`src/rtl/ps_loop_ctrl.sv`:
```
// Zero-overhead hardware loop sequencer beside the fetch-address register.
// Optional register readback port and mux are enabled by defining PS_LP_RDBK_EN.
module ps_loop_ctrl #(
  parameter int ADDR_W     = 16,
  parameter int CNT_W      = 16,
  parameter int LSTK_DEPTH = 4
) (
  input  logic              clk_fetch,
  input  logic              rst,
  input  logic              stallb,
  input  logic [ADDR_W-1:0] ps_faddr,
  input  logic              lp_push,
  input  logic [ADDR_W-1:0] lp_start_add,
  input  logic [ADDR_W-1:0] lp_end_add,
  input  logic [CNT_W-1:0]  lp_cnt,
  input  logic              lp_pop,
  input  logic              lp_flush,
  output logic              lp_redirect,
  output logic [ADDR_W-1:0] lp_redirect_add,
  output logic              lp_done,
  output logic [CNT_W-1:0]  lp_cntr,
  output logic              lp_empty,
  output logic              lp_full,
  output logic [1:0]        lp_stcky
`ifdef PS_LP_RDBK_EN
  ,
  input  logic [1:0]        lp_rd_add,
  output logic [15:0]       lp_rd_dt
`endif
);

  localparam int PTR_W = $clog2(LSTK_DEPTH);
  localparam int SP_W  = PTR_W + 1;

  typedef enum logic [1:0] {
    ST_IDLE,
    ST_RUN,
    ST_HALT
  } state_e;

  logic [ADDR_W-1:0] r_start [LSTK_DEPTH];
  logic [ADDR_W-1:0] r_end   [LSTK_DEPTH];
  logic [CNT_W-1:0]  r_cnt   [LSTK_DEPTH];
  logic [SP_W-1:0]   r_sp;
  state_e            r_state;
  logic              r_done;
  logic [1:0]        r_stcky;

  logic [PTR_W-1:0]  w_top_idx;
  logic              w_empty;
  logic              w_full;
  logic [ADDR_W-1:0] w_top_start;
  logic [ADDR_W-1:0] w_top_end;
  logic [CNT_W-1:0]  w_top_cnt;
  logic [CNT_W-1:0]  w_wr_cnt;
  logic              w_match;
  logic              w_redirect;
  logic              w_last;

  state_e            w_state_nxt;
  logic [SP_W-1:0]   w_sp_nxt;
  logic [SP_W-1:0]   w_sp_pop;
  logic              w_wr_en;
  logic [PTR_W-1:0]  w_wr_idx;
  logic              w_dec_en;
  logic [1:0]        w_stcky_nxt;
  logic              w_done_nxt;

  assign w_top_idx   = PTR_W'(r_sp - SP_W'(1));
  assign w_empty     = (r_sp == '0);
  assign w_full      = (r_sp == SP_W'(LSTK_DEPTH));
  assign w_top_start = w_empty ? '0 : r_start[w_top_idx];
  assign w_top_end   = w_empty ? '0 : r_end[w_top_idx];
  assign w_top_cnt   = w_empty ? '0 : r_cnt[w_top_idx];
  assign w_wr_cnt    = (lp_cnt == '0) ? CNT_W'(1) : lp_cnt;

  assign w_match    = (r_state == ST_RUN) && stallb && !w_empty && (ps_faddr == w_top_end);
  assign w_redirect = w_match && (w_top_cnt > CNT_W'(1));
  assign w_last     = w_match && !w_redirect;

  assign lp_redirect     = w_redirect;
  assign lp_redirect_add = w_top_start;
  assign lp_done         = r_done;
  assign lp_cntr         = w_top_cnt;
  assign lp_empty        = w_empty;
  assign lp_full         = w_full;
  assign lp_stcky        = r_stcky;

  always_comb begin
    // NOTE: every output of this block gets a default first so no path infers a latch.
    w_state_nxt = r_state;
    w_sp_nxt    = r_sp;
    w_sp_pop    = r_sp;
    w_wr_en     = 1'b0;
    w_wr_idx    = w_top_idx;
    w_dec_en    = 1'b0;
    w_stcky_nxt = r_stcky;
    w_done_nxt  = 1'b0;

    if (stallb) begin
      w_done_nxt = w_last;
      if (lp_flush) begin
        w_sp_nxt = '0;
        if (r_state != ST_HALT) w_state_nxt = ST_IDLE;
      end else if (w_redirect) begin
        w_dec_en = 1'b1;
      end else if (w_last) begin
        // A push on the final pass reuses the slot being freed.
        if (lp_push) w_wr_en  = 1'b1;
        else         w_sp_nxt = r_sp - SP_W'(1);
        w_state_nxt = (lp_push || (r_sp > SP_W'(1))) ? ST_RUN : ST_IDLE;
      end else begin
        if (lp_pop) begin
          if (!w_empty) w_sp_pop = r_sp - SP_W'(1);
          else          w_stcky_nxt[1] = 1'b1;
        end
        w_sp_nxt = w_sp_pop;
        if (lp_push && (r_state != ST_HALT)) begin
          if (w_sp_pop != SP_W'(LSTK_DEPTH)) begin
            w_wr_en  = 1'b1;
            w_wr_idx = w_sp_pop[PTR_W-1:0];
            w_sp_nxt = w_sp_pop + SP_W'(1);
          end else begin
            w_stcky_nxt[0] = 1'b1;
          end
        end
        if (r_state != ST_HALT) begin
          if (w_stcky_nxt[0] && !r_stcky[0]) w_state_nxt = ST_HALT;
          else if (lp_push && w_sp_pop == SP_W'(LSTK_DEPTH)) w_state_nxt = ST_HALT;
          else w_state_nxt = (w_sp_nxt == '0) ? ST_IDLE : ST_RUN;
        end
      end
    end
  end

  always_ff @(posedge clk_fetch or negedge rst) begin
    if (!rst) r_state <= ST_IDLE;
    else      r_state <= w_state_nxt;
  end

  always_ff @(posedge clk_fetch or negedge rst) begin
    if (!rst) begin
      r_sp    <= '0;
      r_done  <= 1'b0;
      r_stcky <= '0;
      // NOTE: the stack is small register storage, so every entry is cleared on reset.
      for (int i = 0; i < LSTK_DEPTH; i++) begin
        r_start[i] <= '0;
        r_end[i]   <= '0;
        r_cnt[i]   <= '0;
      end
    end else begin
      // NOTE: sequential state uses non-blocking assignments only.
      r_sp    <= w_sp_nxt;
      r_done  <= w_done_nxt;
      r_stcky <= w_stcky_nxt;
      if (w_wr_en) begin
        r_start[w_wr_idx] <= lp_start_add;
        r_end[w_wr_idx]   <= lp_end_add;
        r_cnt[w_wr_idx]   <= w_wr_cnt;
      end
      if (w_dec_en) r_cnt[w_top_idx] <= w_top_cnt - CNT_W'(1);
    end
  end

`ifdef PS_LP_RDBK_EN
  always_comb begin
    lp_rd_dt = '0;
    case (lp_rd_add)
      2'd0:    lp_rd_dt = 16'(w_top_cnt);
      2'd1:    lp_rd_dt = 16'(w_top_start);
      2'd2:    lp_rd_dt = 16'(w_top_end);
      default: lp_rd_dt = 16'({r_sp, r_stcky});
    endcase
  end
`endif

endmodule

```
`config.mk`:
```
export PLATFORM = sky130hd
export DESIGN_NAME = ps_loop_ctrl
export DESIGN_NICKNAME = d
export VERILOG_FILES = /design/src/rtl/ps_loop_ctrl.sv
export SDC_FILE = /design/constraint.sdc
export NUM_CORES = 1
export LEC_CHECK = 0
export CAP_MARGIN = 20
export CORE_UTILIZATION = 43
export CTS_BUF_LIST = sky130_fd_sc_hd__clkbuf_4
export DETAILED_ROUTE_END_ITERATION = 8
export PLACE_DENSITY = 0.66
export REMOVE_ABC_BUFFERS = 1
export SETUP_SLACK_MARGIN = 0.1
export SKIP_LAST_GASP = 1
export SYNTH_ARGS = -nofsm -noshare
export SYNTH_HDL_FRONTEND = slang
export SYNTH_SLANG_ARGS = --single-unit
```
`constraint.sdc`:
```
create_clock -name clk_fetch -period 6.3 [get_ports clk_fetch]
set_clock_uncertainty 0.1 [all_clocks]
set_input_delay 1.26 -clock clk_fetch [delete_from_list [all_inputs] [get_ports clk_fetch]]
set_output_delay 1.26 -clock clk_fetch [all_outputs]
set_load 0.05 [all_outputs]
```
==> impl_results.md <==
- Status: finished clean
- Global route overflow: 0
- Fin crit share: 89.4%
- Unrepaired setup endpoints after global routing: false
- Core Region: 25300 um^2
- Cell Area, Synth: 11100 um^2
- Pwr per Cell Area: 558 nW/um^2
- Asr flop ratio synth: 100%
- First-pass GRT wire length: 45300 um
- Mapped Cells: between 900 and 1000
- Initial DRC Count: 553
- Worst slew pin tran: 1040 ps
- LEAKAGE: between 5 and 6 nW
- Initial Util: 44.0%
- CP required: 4940 ps
- Number of setup buffers added after CTS: 0
- GRT Total Usage: ~22%
- Hold Path Class: register to register
- Placed inst area: 12400 um^2
- Critical path launch point type: register
- Leading register cell type out of synthesis: dfrtp_1
- PortBufs: 107
- Clock-pin slew on the worst setup and hold paths: 160 ps
- Post-layout util: between 50% and 60%
- Routed len/inst: just over 20 um
- Max VDD drop: 278 uV
- Final setup fails: 0
- I/O pins: 108
- Max-slew headroom: a little under a third
- Avg Cell Area, Syn: 12.0 um^2
- Worst-skew pair later-pin latency: 600 ps
- DRC Markers: 0
- CTS Root Cell: clkbuf_4
- Via count: 7830
- CP Data Arrival Time: 4270 ps
- Combinational group share of total power: about three fifths
- Final worst path period need: 5630 ps
- Share of cells above drive strength 1: 25.0%
- Finished Layout Cells: about 1400
- Commonest non-fill, non-tap cell in the layout: dfrtp_1
- Design area: 12700 um^2
- Antenna violations before repair: 1
- Net Sw Frac: 44.2%
- Hold-fix buffers at CTS: 0
- Vias per cell: 5.78
- Highest clock rate: 178 MHz
- Clock power share: 10.0%
- Drt first pass iters: 7
- Vias in the first global route: 8025
- Routed Antenna Nets: 0
- # resized after CTS: 0
- Crit end category: primary output
- Die Height: 163 um
- Die span in x: 163 um
- FP Rows: 58
- Routed WL: 28000 um
- RD Place Congestion: 0.842
- Sequential fraction of the synthesis area: 45.1%
- Sequential power share: 31.2%
- Unique masters post-synth: 73
- Maximum clock path buffer count: 2
- Largest net degree at the start of global routing: about 110
- Fin. Hold Viols: 0
- FF+latch count, synth: 200
- Max_cap viols: 0
- Switch Pwr: approximately 3.1 mW
- Fin. max-slew vios: 0
- Post-DP HPWL: 18300 um
- TritonCTS Buffers: 17
- Final nets: 1091
- DP Cell Count: 1323
- Yosys warns: 0
- Int Power: 3.95 mW
- P&R area growth vs syn: 14.3%
- Peak fanout along the critical path: 20
- CTS tree: done
- Post-synth EDFFs: 0
- Critical path class: register to primary output
- Commonest cells after routing, fill and taps aside: dfrtp_1 (199), nand2_1 (112), clkdlybuf4s50_1 (105)
- Clock sink total: 200
- Htree depth: 4
- Die area: 26500 um^2
-- final cells by class --
class / instances / area, um^2
Sequential cell: 200 / 5010
Clock buffer: 18 / 135
Clock inverter: 13 / 146
Inverter: 23 / 86.3
Tap cell: 330 / 413
Multi-Input combinational cell: 638 / 5600
Antenna cell: 1 / 2.50
Timing Repair Buffer: 132 / 1300
Fill cell: 2269 / 12600
-- state kept, by name, summed over array words and instances (netlist names) --
register  cells
r_end        64
r_sp          3
r_cnt        64
r_state       2
lp_stcky      2
lp_done       1
r_start      64
-- worst max-delay path: stages (launching register included) --
cell      delay (ps)
dfrtp_1          530
inv_1            130
ha_2             720
buf_12           260
inv_1            180
o311ai_0         460
o22a_1           240
nand4_1          110
a21oi_2          440
buf_4            230
nor3_1            60
buf_4            160
buf_12           150
-- routing by layer --
layer / GRT usage, % / up-vias / part of all wire, %
met4: 5.95 / 0 / 1.3
met2: 35.9 / 256 / 48
met1: 31.4 / 3961 / 45
met3: 4.15 / 27 / 5.1
met5: 0 / - / 0
li1: - / 3586 / -
-- power groups by stage --
stage	clock network, mW	registers [mW]	logic [mW]
2_1_floorplan	0	2.18	3.01
3_3_place_gp	0	2.22	4.11
3_5_place_dp	0	2.22	4.16
4_1_cts	0.725	2.21	4.17
5_1_grt	0.769	2.29	4.49
6_report	0.706	2.21	4.16
-- logic make-up (layout without fill, tap and decap cells) --
| family | after synthesis | in the layout | synth area share, % |
|---|---|---|---|
| flops | 200 | 200 | 45.1 |
| fa+ha+maj | 9 | 9 | 1.01 |
| simple gates | 250 | 250 | 11.5 |
| buf+inv | 86 | 186 | 4.55 |
| compound gates | 171 | 171 | 10.6 |
| other cells | 0 | 1 | 0 |
| xor+xnor | 22 | 22 | 1.80 |
| mux | 186 | 186 | 25.5 |
-- worst paths after layout --
check                            start           to  slack (ps)  depth (start not counted)
max in group asynchronous          rst     r_end[7]        4260                          2
max                            r_sp[1]  lp_redirect         670                         12
min in group asynchronous          rst  r_start[32]         630                          1
min                        lp_stcky[0]  lp_stcky[0]         400                          1
max reg2reg                    r_sp[1]     r_end[7]        1340                         13
min reg2reg                lp_stcky[0]  lp_stcky[0]         400                          1
-- Yosys cell counts, types with 3 or more instances --
library cell,instances,area [um^2]
inv_1,21,78.8
o21ai_0,67,335
buf_8,4,60.1
and2_1,26,163
o22ai_1,4,25.0
o211ai_1,18,135
xnor2_1,13,114
o31ai_1,4,30.0
buf_2,14,70.1
nand4b_1,4,35.0
buf_12,3,60.1
buf_1,3,11.3
nand2_1,112,420
nand2b_1,3,18.8
nand4_1,3,18.8
or3_1,9,56.3
mux2_4,57,856
nor4b_1,5,43.8
nand3_1,19,95.1
nor3_1,9,45.0
a22oi_1,3,22.5
o221ai_1,35,307
a31o_2,4,35.0
a31oi_1,3,18.8
nor2_1,31,116
dfrtp_1,200,5000
mux2i_1,9,90.1
nor4_1,7,43.8
mux4_2,45,1010
clkbuf_1,26,97.6
buf_4,7,52.6
buf_6,6,67.6
xor2_1,8,70.1
mux2_2,72,811
a21o_1,3,22.5
a21oi_1,10,50.1
ha_1,9,113
or3b_1,3,26.3
-- per-stage QoR --
step | power, mW | hold slack [ps] | setup slack [ps] | setup TNS, ps
floorplan | 5.19 | 353 | -2730 | -406330
global placement | 6.33 | 356 | 1310 | 0
detailed placement | 6.38 | 370 | 1210 | 0
CTS | 7.10 | 410 | 662 | 0
global route | 7.55 | 422 | 366 | 0
finish | 7.08 | 402 | 670 | 0
Power figures use the tool's default switching activity.
==> RTL edit (same settings) <==
Re-encode `state_e` (3 states) as one-hot, 3 bits wide.
--- a/src/rtl/ps_loop_ctrl.sv
+++ b/src/rtl/ps_loop_ctrl.sv
@@ -34,6 +34,6 @@
 
-  typedef enum logic [1:0] {
-    ST_IDLE,
-    ST_RUN,
-    ST_HALT
+  typedef enum logic [2:0] {
+    ST_IDLE = 3'b001,
+    ST_RUN  = 3'b010,
+    ST_HALT = 3'b100
   } state_e;
Behaviour: same outputs for any inputs over 4 cycles, from zero or initial values and one cycle with rst low; so few cycles prove little.
==> RTL edit against the original RTL <==
Wire length is 5.1% higher. Clock power is 57% higher. Cell area grew 1.4%. Count of clock-buffer cells in the layout is 53 higher. Largest power group unchanged. Critical endpoint unchanged. Sequential cell count grew 1. Total power increased by 6.6%. Synthesized area down 1.8%. Setup slack got worse by 340 ps.
==> RTL edit: results (changes against the original RTL) <==
stage;metric;value;unit;change
grt;vias in the first global route;8528;;+6.3%
logic_synthesis;library cells used by synthesis;63;;-14%
power;Leak;5.70;nW;+7.9%
run_status;run status;finished clean;;
sta;actual slew at the worst max-slew pin;1070;ps;+29.3 ps
logic_synthesis;Post-synth top cells;200 x dfrtp_1, 100 x nand2_1, 71 x a21oi_1;;
grt;first-pass GRT wire length;47100;um;+3.8%
logic_synthesis;post-synthesis cell count;926;;+0.22%
power;VDD IR max;339;uV;+22%
logic_synthesis;Synth Area in XOR/XNOR;1.85;%;+0.044 points
placed_design;placed cells;1308;;-1.1%
setup_path;CP max stage cell;dfrtp_4;;
routing;DR iter-0 viols;628;;+14%
cells_and_area;fillers;2167;;-4.5%
clocking;Max Buffers Root-to-Sink;3;;+1
routing;DR vias/cell;5.86;;+1.4%
cells_and_area;layout cell share with drive strength beyond 1;21.8;%;-3.2 points
grt;largest net degree at the start of global routing;108;;-0.92%
logic_synthesis;mux share of post-synthesis cell area;23.5;%;-2.0 points
logic_synthesis;Synth Area in Adders;1.03;%;+0.018 points
grt;GR Util All Layers;23.2;%;+0.72 points
clocking;Num CTS Buffers;53;;+36
cells_and_area;Non-Filler Instances;1400;;+3.3%
clocking;clock-pin transition on the worst setup and hold timing paths;80;ps;-80 ps
setup_path;Arr. time, crit path;4610;ps;+340 ps
placed_design;Area after DPL;12200;um2;-1.6%
logic_synthesis;Area contributors post-synth;dfrtp_1 46%, mux4_2 9.9%, mux2_2 7.2%, mux2_1 6.2%, nand2_1 3.4%;;
logic_synthesis;post-synthesis compound-gate area fraction;12.2;%;+1.6 points
placed_design;DP HPWL;18100;um;-1.5%
clocking;Clk Latency, worst-skew pair;680;ps;+80 ps
routing;DR pass1 iterations;5;;-2
clocking;CTS H-Tree Depth;2;;-2
logic_synthesis;Seq/Total Area, Yosys;46.1;%;+1.1 points
[RTL edit: cell count changes after synthesis, moves of 12 or more]
cell / change
a211o_1: +25
a21oi_1: +61
a221o_1: +34
mux2_1: +59
mux2_4: -57
nand2_1: -12
o211ai_1: -15
o21ai_0: -53
o221ai_1: -35
[RTL edit: cell families after synthesis]
logic type | Yosys count
AND/OR/NAND/NOR | 236
buffers and inverters | 92
flip-flops | 201
XOR/XNOR | 23
AO/OA/AOI/OAI | 185
adder cells (fa/ha/maj) | 9
multiplexers | 180
[RTL edit: final cells by class]
type	count	share of cell area (%)
multi-input combinational	633	41.9
sequential	201	39.1
timing repair buffer	127	10.1
clock buffer	71	4.14
tap	324	3.15
clock inverter	19	0.836
inverter	24	0.700
antenna	1	0.0194
[RTL edit: worst register-to-register path, stage by stage (launching register included)]
cell and delay [ps]:
dfrtp_4 630, inv_1 230, ha_2 260, nand2b_2 370, inv_1 400, nor4_1 460
nand4_1 130, a2111oi_0 600, nand4_1 350, nor3b_1 770, a22oi_2 510, a21oi_1 270
o21ai_0 100
[RTL edit: worst paths after layout]
check | from | endpoint | slack [ps] | cells past startpoint
max in group asynchronous | rst | lp_done | 4290 | 2
max reg2reg | r_sp[0] | r_cnt[48] | 1000 | 12
min in group asynchronous | rst | r_start[39] | 560 | 1
max | r_sp[0] | lp_redirect | 330 | 10
min reg2reg | r_end[44] | r_end[44] | 380 | 1
min | r_end[44] | r_end[44] | 380 | 1
[RTL edit: per-layer routing]
| metal | vias to the layer above | share of wire [%] | GRT usage, % |
|---|---|---|---|
| met5 | - | 0 | 0 |
| met4 | 0 | 1.7 | 6.26 |
| met3 | 50 | 7.0 | 4.78 |
| met2 | 337 | 48 | 38.1 |
| met1 | 4127 | 43 | 31.2 |
| li1 | 3690 | - | - |
[RTL edit: power by group]
group	leakage [nW]	switching (mW)	total (mW)	internal, mW
Clock	0.372	0.551	1.11	0.562
Sequential	2.53	0.333	2.24	1.90
Combinational	2.80	2.43	4.20	1.77
Total	5.70	3.31	7.55	4.23
[RTL edit: per-stage QoR]
stage,worst slack [ps],hold WS [ps],utilization (%)
finish,329,380,52.3
global route,104,393,52.3
CTS,101,383,52.2
detailed placement,875,367,49.6
global placement,994,361,49.6
floorplan,-2390,349,-
[RTL edit: timing repair]
action | CTS | global route
setup buffers | 0 | 1
endpoints found under the setup margin | 0 | 1
hold buffers | 0 | 0
